**config.mk**
```make
export PLATFORM = sky130hd
export DESIGN_NAME = multicycle_controller
export DESIGN_NICKNAME = d
export VERILOG_FILES = /design/src/rtl/multicycle_controller.sv
export SDC_FILE = /design/constraint.sdc
export NUM_CORES = 1
export LEC_CHECK = 0
export CAP_MARGIN = 40
export CORE_MARGIN = 5
export CORE_UTILIZATION = 62
export DETAILED_ROUTE_END_ITERATION = 8
export DONT_BUFFER_PORTS = 1
export PLACE_DENSITY = 0.84
export REMOVE_ABC_BUFFERS = 1
export SLEW_MARGIN = 20
export SYNTH_ARGS = -nofsm -noshare
export SYNTH_HDL_FRONTEND = slang
export SYNTH_SLANG_ARGS = --single-unit
export TNS_END_PERCENT = 10
```
**constraint.sdc**
```tcl
create_clock -name clk -period 2.57 [get_ports clk]
set_input_delay 0.514 -clock clk [delete_from_list [all_inputs] [get_ports clk]]
set_output_delay 0.514 -clock clk [all_outputs]
set_load 0.03 [all_outputs]
```
**src/rtl/multicycle_controller.sv**
```systemverilog
// Control FSM for the multicycle RV32I datapath. Outputs are Moore functions of state,
// except branch PcEn (uses ALU flags) and the ALU op in the execute states (uses F3/F7).
module multicycle_controller #(
    parameter int STATE_W = 4
) (
    input  logic               clk,
    input  logic               rst,
    input  logic [6:0]         Op,
    input  logic [2:0]         F3,
    input  logic [6:0]         F7,
    input  logic               Zero,
    input  logic               SignBit,
    output logic               PcEn,
    output logic               AdrSrc,
    output logic               MemWrite,
    output logic               IrWrite,
    output logic               RegWrite,
    output logic [2:0]         Immsrc,
    output logic [1:0]         AluSrcA,
    output logic [1:0]         AluSrcB,
    output logic [2:0]         AluOp,
    output logic [1:0]         ResultSrc,
    output logic [1:0]         RDS,
    output logic               Illegal,
    output logic [STATE_W-1:0] State
);
    typedef logic [STATE_W-1:0] state_t;

    localparam state_t S_FETCH     = state_t'(0);
    localparam state_t S_DECODE    = state_t'(1);
    localparam state_t S_EXEC_R    = state_t'(2);
    localparam state_t S_EXEC_I    = state_t'(3);
    localparam state_t S_ALU_WB    = state_t'(4);
    localparam state_t S_MEM_ADR   = state_t'(5);
    localparam state_t S_MEM_READ  = state_t'(6);
    localparam state_t S_MEM_WB    = state_t'(7);
    localparam state_t S_MEM_WRITE = state_t'(8);
    localparam state_t S_BRANCH    = state_t'(9);
    localparam state_t S_JAL       = state_t'(10);
    localparam state_t S_JALR      = state_t'(11);
    localparam state_t S_JALR_PC   = state_t'(12);
    localparam state_t S_LINK_WB   = state_t'(13);
    localparam state_t S_LUI       = state_t'(14);
    localparam state_t S_ILLEGAL   = state_t'(15);

    localparam logic [6:0] OP_R    = 7'b0110011;
    localparam logic [6:0] OP_I    = 7'b0010011;
    localparam logic [6:0] OP_LW   = 7'b0000011;
    localparam logic [6:0] OP_SW   = 7'b0100011;
    localparam logic [6:0] OP_BR   = 7'b1100011;
    localparam logic [6:0] OP_JAL  = 7'b1101111;
    localparam logic [6:0] OP_JALR = 7'b1100111;
    localparam logic [6:0] OP_LUI  = 7'b0110111;

    localparam logic [2:0] IMM_I = 3'b000;
    localparam logic [2:0] IMM_S = 3'b001;
    localparam logic [2:0] IMM_B = 3'b010;
    localparam logic [2:0] IMM_J = 3'b011;
    localparam logic [2:0] IMM_U = 3'b100;

    localparam logic [2:0] ALU_ADD = 3'b000;
    localparam logic [2:0] ALU_SUB = 3'b001;
    localparam logic [2:0] ALU_AND = 3'b010;
    localparam logic [2:0] ALU_OR  = 3'b011;
    localparam logic [2:0] ALU_XOR = 3'b100;

    state_t     state_q, state_d;
    logic       illegal_q, illegal_d;
    logic       f3_ok, r_ok, br_ok, br_take;
    logic [2:0] f3_op;
    logic       pc_en, mem_wr, ir_wr, reg_wr;

    // Supported ALU functions: add/slt/xor/or/and; sub only as R-type with F7=0100000.
    assign f3_ok = (F3 == 3'b000) | (F3 == 3'b010) | (F3 == 3'b100) |
                   (F3 == 3'b110) | (F3 == 3'b111);
    assign r_ok  = f3_ok & ((F7 == 7'h00) | ((F7 == 7'h20) & (F3 == 3'b000)));
    assign br_ok = ~F3[1];

    always_comb begin
        case (F3)
            3'b010:  f3_op = ALU_SUB;
            3'b100:  f3_op = ALU_XOR;
            3'b110:  f3_op = ALU_OR;
            3'b111:  f3_op = ALU_AND;
            default: f3_op = ALU_ADD;
        endcase
    end

    // blt/bge read the raw sign of rs1-rs2, so signed overflow is not corrected.
    always_comb begin
        case (F3)
            3'b000:  br_take = Zero;
            3'b001:  br_take = ~Zero;
            3'b100:  br_take = SignBit;
            3'b101:  br_take = ~SignBit;
            default: br_take = 1'b0;
        endcase
    end

    always_ff @(posedge clk or posedge rst) begin
        if (rst) begin
            state_q   <= S_FETCH;
            illegal_q <= 1'b0;
        end else begin
            state_q   <= state_d;
            illegal_q <= illegal_d;
        end
    end

    always_comb begin
        state_d = state_q;
        case (state_q)
            S_FETCH: state_d = S_DECODE;
            S_DECODE: begin
                case (Op)
                    OP_R:          state_d = r_ok  ? S_EXEC_R : S_ILLEGAL;
                    OP_I:          state_d = f3_ok ? S_EXEC_I : S_ILLEGAL;
                    OP_LW, OP_SW:  state_d = S_MEM_ADR;
                    OP_BR:         state_d = br_ok ? S_BRANCH : S_ILLEGAL;
                    OP_JAL:        state_d = S_JAL;
                    OP_JALR:       state_d = S_JALR;
                    OP_LUI:        state_d = S_LUI;
                    default:       state_d = S_ILLEGAL;
                endcase
            end
            S_EXEC_R, S_EXEC_I:  state_d = S_ALU_WB;
            S_MEM_ADR:           state_d = (Op == OP_SW) ? S_MEM_WRITE : S_MEM_READ;
            S_MEM_READ:          state_d = S_MEM_WB;
            S_JAL, S_JALR_PC:    state_d = S_LINK_WB;
            S_JALR:              state_d = S_JALR_PC;
            S_ILLEGAL:           state_d = S_ILLEGAL;
            S_ALU_WB, S_MEM_WB, S_MEM_WRITE, S_BRANCH, S_LINK_WB, S_LUI:
                                 state_d = S_FETCH;
            default:             state_d = S_ILLEGAL;
        endcase
        illegal_d = illegal_q | (state_d == S_ILLEGAL);
    end

    always_comb begin
        pc_en     = 1'b0;
        mem_wr    = 1'b0;
        ir_wr     = 1'b0;
        reg_wr    = 1'b0;
        AdrSrc    = 1'b0;
        Immsrc    = IMM_I;
        AluSrcA   = 2'b00;
        AluSrcB   = 2'b00;
        AluOp     = ALU_ADD;
        ResultSrc = 2'b00;
        RDS       = 2'b00;
        case (state_q)
            S_FETCH: begin
                ir_wr     = 1'b1;
                AluSrcB   = 2'b10;
                ResultSrc = 2'b10;
                pc_en     = 1'b1;
            end
            S_DECODE: begin
                // OldPC+imm lands in AluOutReg as the branch/jal target.
                AluSrcA = 2'b01;
                AluSrcB = 2'b01;
                case (Op)
                    OP_BR:   Immsrc = IMM_B;
                    OP_JAL:  Immsrc = IMM_J;
                    OP_SW:   Immsrc = IMM_S;
                    OP_LUI:  Immsrc = IMM_U;
                    default: Immsrc = IMM_I;
                endcase
            end
            S_EXEC_R: begin
                AluSrcA = 2'b10;
                AluOp   = F7[5] ? ALU_SUB : f3_op;
            end
            S_EXEC_I: begin
                AluSrcA = 2'b10;
                AluSrcB = 2'b01;
                AluOp   = f3_op;
            end
            S_ALU_WB: begin
                reg_wr    = 1'b1;
                ResultSrc = (F3 == 3'b010) ? 2'b11 : 2'b00;
            end
            S_MEM_ADR: begin
                AluSrcA = 2'b10;
                AluSrcB = 2'b01;
                Immsrc  = (Op == OP_SW) ? IMM_S : IMM_I;
            end
            S_MEM_READ:  AdrSrc = 1'b1;
            S_MEM_WB: begin
                ResultSrc = 2'b01;
                reg_wr    = 1'b1;
            end
            S_MEM_WRITE: begin
                AdrSrc = 1'b1;
                mem_wr = 1'b1;
            end
            S_BRANCH: begin
                AluSrcA = 2'b10;
                AluOp   = ALU_SUB;
                pc_en   = br_take;
            end
            S_JAL, S_JALR_PC: begin
                pc_en   = 1'b1;
                AluSrcA = 2'b01;
                AluSrcB = 2'b10;
            end
            S_JALR: begin
                AluSrcA = 2'b10;
                AluSrcB = 2'b01;
            end
            S_LINK_WB: begin
                RDS    = 2'b10;
                reg_wr = 1'b1;
            end
            S_LUI: begin
                Immsrc = IMM_U;
                RDS    = 2'b01;
                reg_wr = 1'b1;
            end
            default: ;
        endcase
    end

    // State sits at FETCH during reset, so architectural enables must be masked.
    assign PcEn     = pc_en  & ~rst;
    assign MemWrite = mem_wr & ~rst;
    assign IrWrite  = ir_wr  & ~rst;
    assign RegWrite = reg_wr & ~rst;
    assign Illegal  = illegal_q;
    assign State    = state_q;

endmodule

```
==> key figures <==
Drt
  – Met1 WL: around 1100 µm
  – Pre-antenna DRT Iters: 4
  – DRC Markers: 0
  – WL per Instance: 17.2 µm
  – DR top layer: met4
  – Metal3 WL: 344 µm
  – 1st-iter DRT viols: 52
  – Met2 wire len: 1340 µm
  – Final wirelength: about 2800 µm
  – DR vias/cell: 6.94
  – Detail Route Antenna Nets: 0
  – DR vias: 1132

Worst hold path
  – HP Class: in2async

Placement
  – Final HPWL DP: 2130 µm
  – Area after DPL: 1050 µm²
  – Port Buffers: 0
  – GP Congestion: 0.812

Synthesis
  – Cell Area, Synth: 933 µm²
  – Synth area leaders: dfrtp_1 (13%), nand2b_1 (5.4%), o21ai_0 (4.8%)
  – Post-synth EDFFs: 0
  – Seq cells post-synth: 5
  – Avg Cell Area, Syn: a little under 7 µm²
  – Synth Warn #: 0
  – Register area share after synthesis: between 10% and 20%
  – Ys async rst share: between 90% and 100%
  – Dominant cell type by area after synthesis: dfrtp_1
  – Most used DFF post-synth: dfrtp_1
  – Distinct cell type count of the synthesized netlist: between 40 and 50
  – Syn Inst Count: 136
  – Yosys top cell area share: 13.4%

Cells and area
  – Fin util: around three quarters
  – Commonest non-fill, non-tap cell in the layout: buf_4
  – Area delta synth->final: 16.5%
  – Layout cell share with drive strength beyond 1: a little over a fifth
  – Fin nets: 169
  – Finished Cell Area: 1090 µm²
  – Commonest non-fill, non-tap cells in the layout: buf_4 (20), nor2_1 (10), nand2_1 (9), o21ai_0 (9), nand2b_1 (8)
  – Ant. Diodes: 0

Power and ir drop
  – Tot Pwr: 1.36 mW
  – Peak VDD IR: 0.661 mV
  – Cell Pwr Density: 1250 nW/µm²
  – Lkg Pwr: 0.448 nW

Outcome
  – Status: complete, no violations

Worst setup path
  – Crit path kind: reg2out
  – R2r endpoint: Illegal
  – RR Startpoint: State[1]
  – Arr. time, crit path: 1930 ps
  – Crit end category: primary output
  – Worst Reg-to-Reg Cells: 6
  – Critical Path Fanout Max: 14
  – R2r setup slk: 430 ps
  – Worst path required time: around 2000 ps
  – Startpoint Class: flop

STA
  – Setup TNS: 0 ps
  – Slew Limit Fails: 0
  – Slew margin rel.: approximately 63%
  – Fmax: 409 MHz
  – # setup viols final: 0
  – Post-route minimum period: 2440 ps
  – Final Hold Fails: 0
  – Worst slew pin tran: 541 ps
  – Layout Skew: 5.01 ps
  – Final Cycle Share: 95.0%
  – RSZ-0062 raised after global routing: false

Clock tree
  – Clock sinks: 5
  – CTS tree: yes
  – Clock transition at path regs: 50 ps
  – Maximum clock path buffer count: 2
  – Clock root buffer: clkbuf_4
  – Clock latency on the worst-skew pair: 260 ps
  – Cts hold-fix bufs: 0
  – Total CTS buffers: 3
  – H-tree Lvls: 1

Die
  – Die width: 48.8 µm
  – Core Region: 1470 µm²
  – Initial Utilization: between 60 and 70%
  – Row count: 14
  – I/O pin total: 45
  – Chip Height: 48.8 µm
  – Die ar.: approximately 2400 µm²

Run
  – Max Cap Viol: 0

GRT
  – Initial antenna violation count: 0
  – Grt ovf: 0
  – GRT Total Usage: 23.1%
  – First-pass GRT wire length: 4550 µm
  – Largest net degree at the start of global routing: 19
  – Number of global-route vias before repair: 1016
## worst max-delay path by stage
stage | start | end | slack [ps]
2_1_floorplan | State[3] | PcEn | -330
3_3_place_gp | F7[1] | Illegal | 0.6
3_5_place_dp | F7[1] | Illegal | -9
4_1_cts | State[1] | Immsrc[2] | 100
5_1_grt | State[1] | PcEn | 10
6_report | State[1] | PcEn | 130
## critical path: stages (launching register included)
cell	delay, ps
dfrtp_1	520
xor2_1	260
or2_2	310
a21oi_1	210
a21oi_1	70
nor2_1	130
buf_4	180
## layout make-up
| cell class | instances | area (µm²) |
|---|---|---|
| clock buffer | 3 | 22.5 |
| clock inverter | 1 | 5.00 |
| fill | 125 | 384 |
| inverter | 4 | 15.0 |
| multi-input combinational | 114 | 749 |
| sequential | 5 | 125 |
| tap | 16 | 20.0 |
| timing repair buffer | 20 | 150 |
## stage by stage
step / std cells / setup WS (ps) / hold slack, ps
finish: 163 / 128 / 37.7
global route: 163 / 10.4 / 60.0
CTS: 163 / 98.7 / 40.9
detailed placement: 159 / -8.90 / 312
global placement: 159 / 0.588 / 309
floorplan: 123 / -331 / 293
## metal layers
layer / global-route usage [%] / vias up
met5: 0 / -
met3: 7.03 / 6
met2: 36.1 / 80
met1: 29.8 / 526
met4: 8.52 / 0
li1: - / 520
## cell families (layout without fill, tap and decap cells)
kind of cell              Yosys count  count (layout)  synth area share (%)
AOI/OAI and AO/OA                  30              30                  21.3
xor gates and xnor gates            8               8                  7.51
buffers and inverters              17              28                  6.97
DFF                                 5               5                  13.4
muxes                               2               2                  2.28
and+or+nand+nor                    74              74                  48.5
## synth_stat cells (all sizes together) (2+ instances only)
| library cell | count |
|---|---|
| a211oi | 2 |
| a21boi | 2 |
| or4b | 2 |
| nand3 | 6 |
| o21ai | 9 |
| xor2 | 3 |
| nor4bb | 2 |
| or2 | 3 |
| xnor2 | 5 |
| a31oi | 2 |
| nor4 | 2 |
| and2 | 2 |
| clkbuf | 11 |
| nand3b | 3 |
| inv | 4 |
| nand4 | 2 |
| nor2b | 7 |
| nand2 | 9 |
| and3b | 2 |
| and3 | 2 |
| buf | 2 |
| nor3b | 2 |
| dfrtp | 5 |
| a21oi | 5 |
| a41o | 2 |
| and4b | 2 |
| nor3 | 5 |
| o311ai | 2 |
| nor2 | 10 |
| nand2b | 8 |
## sequential cells by signal, indices dropped and copies added (netlist names)
name	count
State	4
Illegal	1
## timing repair
| item | 4_1_cts | 5_1_grt |
|---|---|---|
| gates resized for setup | 0 | 1 |
| setup endpoints to repair | 0 | 1 |
| setup buffers | 0 | 0 |
## report_power, final
part           switching [mW]  internal [mW]
logic                   0.619          0.405
clock network          0.0412         0.0568
registers               0.122          0.114
total                   0.782          0.576
Power figures use the tool's default switching activity.
